**src/rtl/shared_reg_arbiter.sv**
```systemverilog
// Round-robin arbiter guarding one shared register: NREQ requesters compete for a
// single write slot, with one write completing at most every three cycles.
module shared_reg_arbiter #(
    parameter int NREQ  = 4,
    parameter int WIDTH = 8
) (
    input  logic                      clk,
    input  logic                      rst_n,
    input  logic [NREQ-1:0]           req,
    input  logic [NREQ*WIDTH-1:0]     wdata,
    input  logic                      clr,
    output logic [NREQ-1:0]           gnt,
    output logic [NREQ-1:0]           ack,
    output logic [WIDTH-1:0]          q,
    output logic                      busy,
    output logic [$clog2(NREQ)-1:0]   last_id
);

    localparam int IW = $clog2(NREQ);
    localparam logic [IW:0] NREQ_W = (IW + 1)'(NREQ);

    typedef enum logic [1:0] {IDLE, GRANT, ACK} state_t;

    state_t            state, state_nxt;
    logic [IW-1:0]     ptr, winner, pick, ptr_after;
    logic [IW-1:0]     ptr_d, winner_d, last_id_d;
    logic [IW:0]       idx;
    logic              found, win_req;
    logic [WIDTH-1:0]  wsel, q_d;
    logic [NREQ-1:0]   gnt_d, ack_d;

    // Round-robin search starting at ptr, wrapping modulo NREQ.
    always_comb begin
        pick  = ptr;
        found = 1'b0;
        idx   = '0;
        for (int k = 0; k < NREQ; k++) begin
            // NOTE: blocking assignments here, so each iteration sees the idx it just computed.
            idx = {1'b0, ptr} + (IW + 1)'(k);
            if (idx >= NREQ_W) idx = idx - NREQ_W;
            if (!found && req[idx[IW-1:0]]) begin
                pick  = idx[IW-1:0];
                found = 1'b1;
            end
        end
    end

    always_comb begin
        wsel = '0;
        for (int i = 0; i < NREQ; i++)
            if (IW'(i) == winner) wsel = wdata[i*WIDTH +: WIDTH];
    end

    assign win_req   = req[winner];
    assign ptr_after = (winner == IW'(NREQ - 1)) ? '0 : winner + IW'(1);
    assign busy      = (state != IDLE);

    always_ff @(posedge clk or negedge rst_n) begin
        if (!rst_n) state <= IDLE;
        // NOTE: non-blocking for every register, so all of them update from pre-edge values.
        else        state <= state_nxt;
    end

    always_comb begin
        state_nxt = IDLE;
        unique case (state)
            IDLE:    state_nxt = found ? GRANT : IDLE;
            GRANT:   state_nxt = win_req ? ACK : IDLE;
            ACK:     state_nxt = IDLE;
            default: state_nxt = IDLE;
        endcase
    end

    // Next values of the registered outputs and datapath.
    always_comb begin
        // NOTE: every signal gets a default first so no latch is inferred on untaken paths.
        gnt_d     = '0;
        ack_d     = '0;
        q_d       = q;
        ptr_d     = ptr;
        winner_d  = winner;
        last_id_d = last_id;
        unique case (state)
            IDLE: begin
                if (found) begin
                    winner_d = pick;
                    gnt_d    = NREQ'(1) << pick;
                end
            end
            GRANT: begin
                if (win_req) begin
                    q_d       = wsel;
                    ack_d     = NREQ'(1) << winner;
                    last_id_d = winner;
                    ptr_d     = ptr_after;
                end
            end
            default: ;
        endcase
        // Clear wins over a simultaneous write; the handshake still completes.
        if (clr) q_d = '0;
    end

    always_ff @(posedge clk or negedge rst_n) begin
        if (!rst_n) begin
            gnt     <= '0;
            ack     <= '0;
            q       <= '0;
            ptr     <= '0;
            winner  <= '0;
            last_id <= '0;
        end else begin
            gnt     <= gnt_d;
            ack     <= ack_d;
            q       <= q_d;
            ptr     <= ptr_d;
            winner  <= winner_d;
            last_id <= last_id_d;
        end
    end

endmodule

```
**config.mk**
```make
export PLATFORM = sky130hd
export DESIGN_NAME = shared_reg_arbiter
export DESIGN_NICKNAME = d
export VERILOG_FILES = /design/src/rtl/shared_reg_arbiter.sv
export SDC_FILE = /design/constraint.sdc
export NUM_CORES = 1
export LEC_CHECK = 0
export BUFFER_PORTS_ARGS = -buffer_cell sky130_fd_sc_hd__buf_2
export CORE_AREA = 2 2 65 49
export CTS_BUF_LIST = sky130_fd_sc_hd__clkbuf_16
export CTS_CLUSTER_DIAMETER = 150
export DETAILED_ROUTE_END_ITERATION = 6
export DIE_AREA = 0 0 67 51
export PLACE_DENSITY = 0.86
export SYNTH_ARGS = -nofsm -noshare
export SYNTH_HDL_FRONTEND = slang
export SYNTH_SLANG_ARGS = --single-unit
```
**constraint.sdc**
```tcl
create_clock -name clk -period 3.1 [get_ports clk]
set_input_delay 0.31 -clock clk [delete_from_list [all_inputs] [get_ports clk]]
set_output_delay 0.31 -clock clk [all_outputs]
set_load 0.02 [all_outputs]
```
Word-level counts from Yosys, hierarchy flattened
Index checks and enable logic that the tools add are counted.
W data, S select, Z words.
Operators by class
  multiplexer cells: 37
  div/mod/pow operators: 0
  equal/unequal tests: 5
  magnitude comparators: 9
  add/subtract/negate cells: 8
  reduce and logical (&&, ||, !) cells: 14
  multiply operators: 0
  bitwise gates (word level): 0
  shift-type cells: 2
Operators with widths (count)
  $mux W8: 7
  $mux W2: 10
  $mux W4: 4
  $lt A2 B3 Y1 const B: 5
  $bmux W1 S2: 5
  $mux W1: 10
  $ge A3 B3 Y1 const B: 3
  $shl A1 B2 Y4 const A: 2
  $sub A2 B1 Y2 const B: 4
  $add A2 B2 Y3 const B: 2
  $reduce_and A2 Y1: 3
  $reduce_bool A2 Y1: 3
  $eq A2 B2 Y1 const A: 2
  $logic_not A2 Y1: 2
  $pmux W2 S2: 1
  $add A2 B1 Y3 const B: 1
  $ge A2 B3 Y1 const B: 1
  $logic_and A1 B1 Y1: 3
  $logic_not A1 Y1: 3
  $add A2 B1 Y2 const B: 1
  $eq A1 B2 Y1 const A: 1
  $eq A2 B1 Y1 const B: 1
  $eq A2 B2 Y1 const B: 1
Word-level totals
  flip-flop bits (word level): 24
  memory bits (writable): 0
  bits in latches: 0
  bits of input ports: 39
  memories kept: 0
  ROM bits: 0

Longest topological paths before layout
  depth after elaboration: 17
  mapped depth: 8

Least setup slack after synthesis
No wires, ideal clock.
  kind: register -> register
  start: reg winner[0]
  end: reg q[3]
  data required time: 2975 ps
  path buffers: 2
  data arrival time: 1725 ps
  stages on the path, launching flop included: 9
  slack: 1249 ps
  path through: dfrtp_1 -> buf_4 -> inv_1 -> ha_1 -> or2_2 -> clkbuf_2 -> a221oi_1 -> nor3_1 -> mux2_4
Between the ends
  longest elaborated chain between the ends: 8
  elaborated cells between the ends (all ways): 15
  those cells by class: eq/ne: 3; mux: 9; reduce/logical: 3
RTL lines
  from (decl): RTL line 25  | logic [IW-1:0] ptr, winner, pick, ptr_after;
  from (signal assigned): RTL line 117  | winner <= winner_d;
  $logic_not A2 Y1: RTL line 51  | if (IW'(i) == winner) wsel = wdata[i*WIDTH +: WIDTH];
  $mux W8 (4 in series): RTL line 51
  $mux W8: RTL line 91  | if (win_req) begin
  $mux W8: RTL line 83  | unique case (state)
  $mux W8: RTL line 101  | if (clr) q_d = '0;
  to (signal assigned): RTL line 115  | q <= q_d;
  to (decl): RTL line 14  | output logic [WIDTH-1:0] q,
Several ways; a longest one is shown, not always the timed one. The select of a mux whose other input is x is not followed.
A chain may end at the register's enable or synchronous reset.

Worst setup path in the final report
Ends and elaborated chain as after synthesis.

==> impl_metrics.env <==
export IMPL_outcome="finished clean"
export IMPL_end_kind="flop"
export IMPL_finalWirelength_um=3050
export IMPL_clockBufferDepth=2
export IMPL_iteration_0_drc_count_of_the_detailed_router=59
export IMPL_placed_instance_area_um2=1630
export IMPL_drtPass1Iterations=4
export IMPL_dominant_synthesized_flop_cell="sky130_fd_sc_hd__dfrtp_1"
export IMPL_finalSetupTns_ns=0
export IMPL_clk_insertion_delay_late_ns=0.26
export IMPL_worstSetupStartpointType="flop"
export IMPL_core_area_um2=2890
export IMPL_synthesis_nets=168
export IMPL_drcViolationCount=0
export IMPL_clk_pin_slew_ns=0.06
export IMPL_tightest_slew_ns=0.520
export IMPL_clk_root_buffer_cell="sky130_fd_sc_hd__clkbuf_16"
export IMPL_yosys_warns=0
export IMPL_crit_start="winner[0]"
export IMPL_final_hold_violation_count=0
export IMPL_arrival_ns=2.16
export IMPL_r2r_start="winner[0]"
export IMPL_tritoncts_clock_tree="yes"
export IMPL_synthTopCellsByCount="sky130_fd_sc_hd__dfrtp_1 (24), sky130_fd_sc_hd__nor2b_1 (11), sky130_fd_sc_hd__nor3_1 (9)"
export IMPL_globalRoute_totalOverflow=0
export IMPL_first_global_vias=1016
export IMPL_synth_async_reset_ratio=1.00
export IMPL_grtUsageTotal=0.192
export IMPL_worst_ep_required_time_ns=3.24
export IMPL_synth_top_cells_by_area="sky130_fd_sc_hd__dfrtp_1 (45%), sky130_fd_sc_hd__mux2_2 (6.8%), sky130_fd_sc_hd__nor2b_1 (5.2%), sky130_fd_sc_hd__a221oi_1 (4.6%), sky130_fd_sc_hd__mux2_4 (4.5%)"
export IMPL_power_share_combinational=0.498
export IMPL_setup_repair_after_global_routing_missed_its_margin="false"
export IMPL_cellLeakagePower_uw=0.000916
export IMPL_syn_area_um2=1330
export IMPL_sequentialPowerShare=0.297
export IMPL_seqCellArea_um2=601
export IMPL_max_cap_violations=0
export IMPL_fin_area_um2=1730
export IMPL_regToRegEndpoint="q[3]"
export IMPL_clock_power_share=0.205
export IMPL_ys_seq_area_frac=0.452
export IMPL_buffer_count_from_post_cts_setup_fixing=0
export IMPL_worstRegToRegCells=6
export IMPL_power_report_internal_total_uw=1070
export IMPL_p_sw_frac=0.388
export IMPL_die_width_um=67
export IMPL_layout_cells_non_filler=218
export IMPL_floorplan_initialDensity=0.459
export IMPL_power_switching_uw=680
export IMPL_cts_buffers_inserted=3
export IMPL_synthesis_instances=125
export IMPL_finalClockSkew_ns=0.00300
export IMPL_numPortBuffers=57
export IMPL_timing_max_slew_rel_slack=0.653
export IMPL_fp_dieArea_um2=3420
export IMPL_cts_htree_levels=1
export IMPL_period_minus_slack_ns=2.02
export IMPL_drive_above_1_share=0.444
export IMPL_worstSetupEndpoint="q[3]"
export IMPL_maxClockFrequency_mhz=495
export IMPL_num_io_pins=58
export IMPL_synthMostInstantiatedCell="sky130_fd_sc_hd__dfrtp_1"
export IMPL_num_fill_cells=247
export IMPL_antennaDiodeCount=0
export IMPL_drtAntennaViolNets=0
export IMPL_synth_cell_types=33
export IMPL_dpl_hpwl_um=2390
export IMPL_holdCritPathClass="in2async"
export IMPL_ir_drop_uv=549
export IMPL_pin_count_of_the_biggest_net_entering_global_routing=25
export IMPL_numPlacedInstances=214
export IMPL_num_vias=1134
export IMPL_detail_route_wl_per_cell_um=14.0
export IMPL_reg2reg_setup_slack_ns=1.08
export IMPL_cts_resized_gates=0
export IMPL_synthDominantCellAreaShare=0.452
export IMPL_power_density_relative_to_cell_area_nw_per_um2=1010
export IMPL_cts_hold_buf=0
export IMPL_hold_ws_ns=0.0226
export IMPL_clock_sinks=24
export IMPL_timing_final_max_slew_violations=0
export IMPL_crit_type="reg2reg"
export IMPL_multi_input_area_um2=662
export IMPL_post_detailed_route_via_to_cell_ratio=5.20
export IMPL_rows=17
export IMPL_path_max_fanout=8
export IMPL_min_period_over_period=0.652
export IMPL_design_power_total_uw=1750
export IMPL_die_h_um=51
export IMPL_layout_area_overhead_vs_synth_pct=30.2
export IMPL_antenna_found_initial=0
export IMPL_synth_edf_count=0
export IMPL_synth_area_per_cell_um2=10.6
export IMPL_synth_top_area_cell="sky130_fd_sc_hd__dfrtp_1"
export IMPL_setup_violations=0
export IMPL_grt_first_pass_wirelength_um=4800
export IMPL_nets=224
export IMPL_place_gp_congestion=0.904
export IMPL_synth_seq_cells=24
layer usage:
layer | part of all wire | vias up | GRT usage
met4 | 0.012 | 0 | 0.0612
met3 | 0.039 | 4 | 0.0529
met1 | 0.46 | 551 | 0.255
met2 | 0.49 | 19 | 0.304
met5 | 0 | - | 0
li1 | - | 560 | -
worst max-delay path, stage by stage, from the launching register on:
cell and delay, ns:
sky130_fd_sc_hd__dfrtp_1 0.50, sky130_fd_sc_hd__inv_1 0.12, sky130_fd_sc_hd__ha_1 0.26, sky130_fd_sc_hd__or2_2 0.37, sky130_fd_sc_hd__a221oi_1 0.27, sky130_fd_sc_hd__nor3_1 0.11
sky130_fd_sc_hd__mux2_4 0.28
layout by cell type, fill, tap and decap left out, types with 2 or more instances in the layout:
| cell type | n |
|---|---|
| sky130_fd_sc_hd__a21oi_1 | 2 |
| sky130_fd_sc_hd__a221oi_1 | 7 |
| sky130_fd_sc_hd__buf_2 | 57 |
| sky130_fd_sc_hd__clkbuf_16 | 3 |
| sky130_fd_sc_hd__dfrtp_1 | 24 |
| sky130_fd_sc_hd__ha_1 | 4 |
| sky130_fd_sc_hd__inv_1 | 7 |
| sky130_fd_sc_hd__mux2_2 | 8 |
| sky130_fd_sc_hd__mux2_4 | 4 |
| sky130_fd_sc_hd__mux2i_1 | 3 |
| sky130_fd_sc_hd__nand2_1 | 5 |
| sky130_fd_sc_hd__nand2b_1 | 2 |
| sky130_fd_sc_hd__nor2_1 | 6 |
| sky130_fd_sc_hd__nor2b_1 | 11 |
| sky130_fd_sc_hd__nor3_1 | 9 |
| sky130_fd_sc_hd__o21ai_0 | 4 |
| sky130_fd_sc_hd__o22ai_1 | 8 |
| sky130_fd_sc_hd__or2_2 | 3 |
flip-flops by register name (all words and copies together) (netlist names):
register	count
q	8
ack	4
gnt	4
last_id	2
ptr	2
state	2
winner	2
metrics by stage:
stage | setup slack (ns) | util
2_1_floorplan | 1.25 | -
3_3_place_gp | 1.18 | 0.562
3_5_place_dp | 1.10 | 0.562
4_1_cts | 1.07 | 0.598
5_1_grt | 0.926 | 0.598
6_report | 1.08 | 0.598
power by group through the flow:
stage	registers [µW]	clock network [µW]	logic, µW
floorplan	609	0	575
global route	539	383	965
detailed placement	526	0	871
finish	520	360	873
global placement	520	0	855
CTS	522	366	878
how the worst min path moves through the flow:
stage / start / to / slack (ns) / depth (start not counted)
final: rst_n / q[4] / 0.02 / 1
after global routing: rst_n / q[3] / 0.07 / 1
after CTS: rst_n / q[4] / 0.04 / 1
after detailed placement: rst_n / q[4] / 0.31 / 1
after global placement: rst_n / q[4] / 0.31 / 1
after floorplan: rst_n / ack[0] / 0.01 / 0
layout make-up:
| type | instances | area share |
|---|---|---|
| Inverter | 8 | 0.0174 |
| Tap cell | 38 | 0.0275 |
| Clock buffer | 3 | 0.0434 |
| Timing Repair Buffer | 57 | 0.165 |
| Sequential cell | 24 | 0.347 |
| Multi-Input combinational cell | 87 | 0.383 |
| Clock inverter | 1 | 0.0174 |
cell families after synthesis:
group	count (synthesis)	synth area share
buffers and inverters	14	0.0499
muxes	15	0.136
adders and majority gates	4	0.0377
AOI/OAI and AO/OA	25	0.134
and+or+nand+nor	43	0.191
DFF	24	0.452
(Power assumes the default switching activity.)
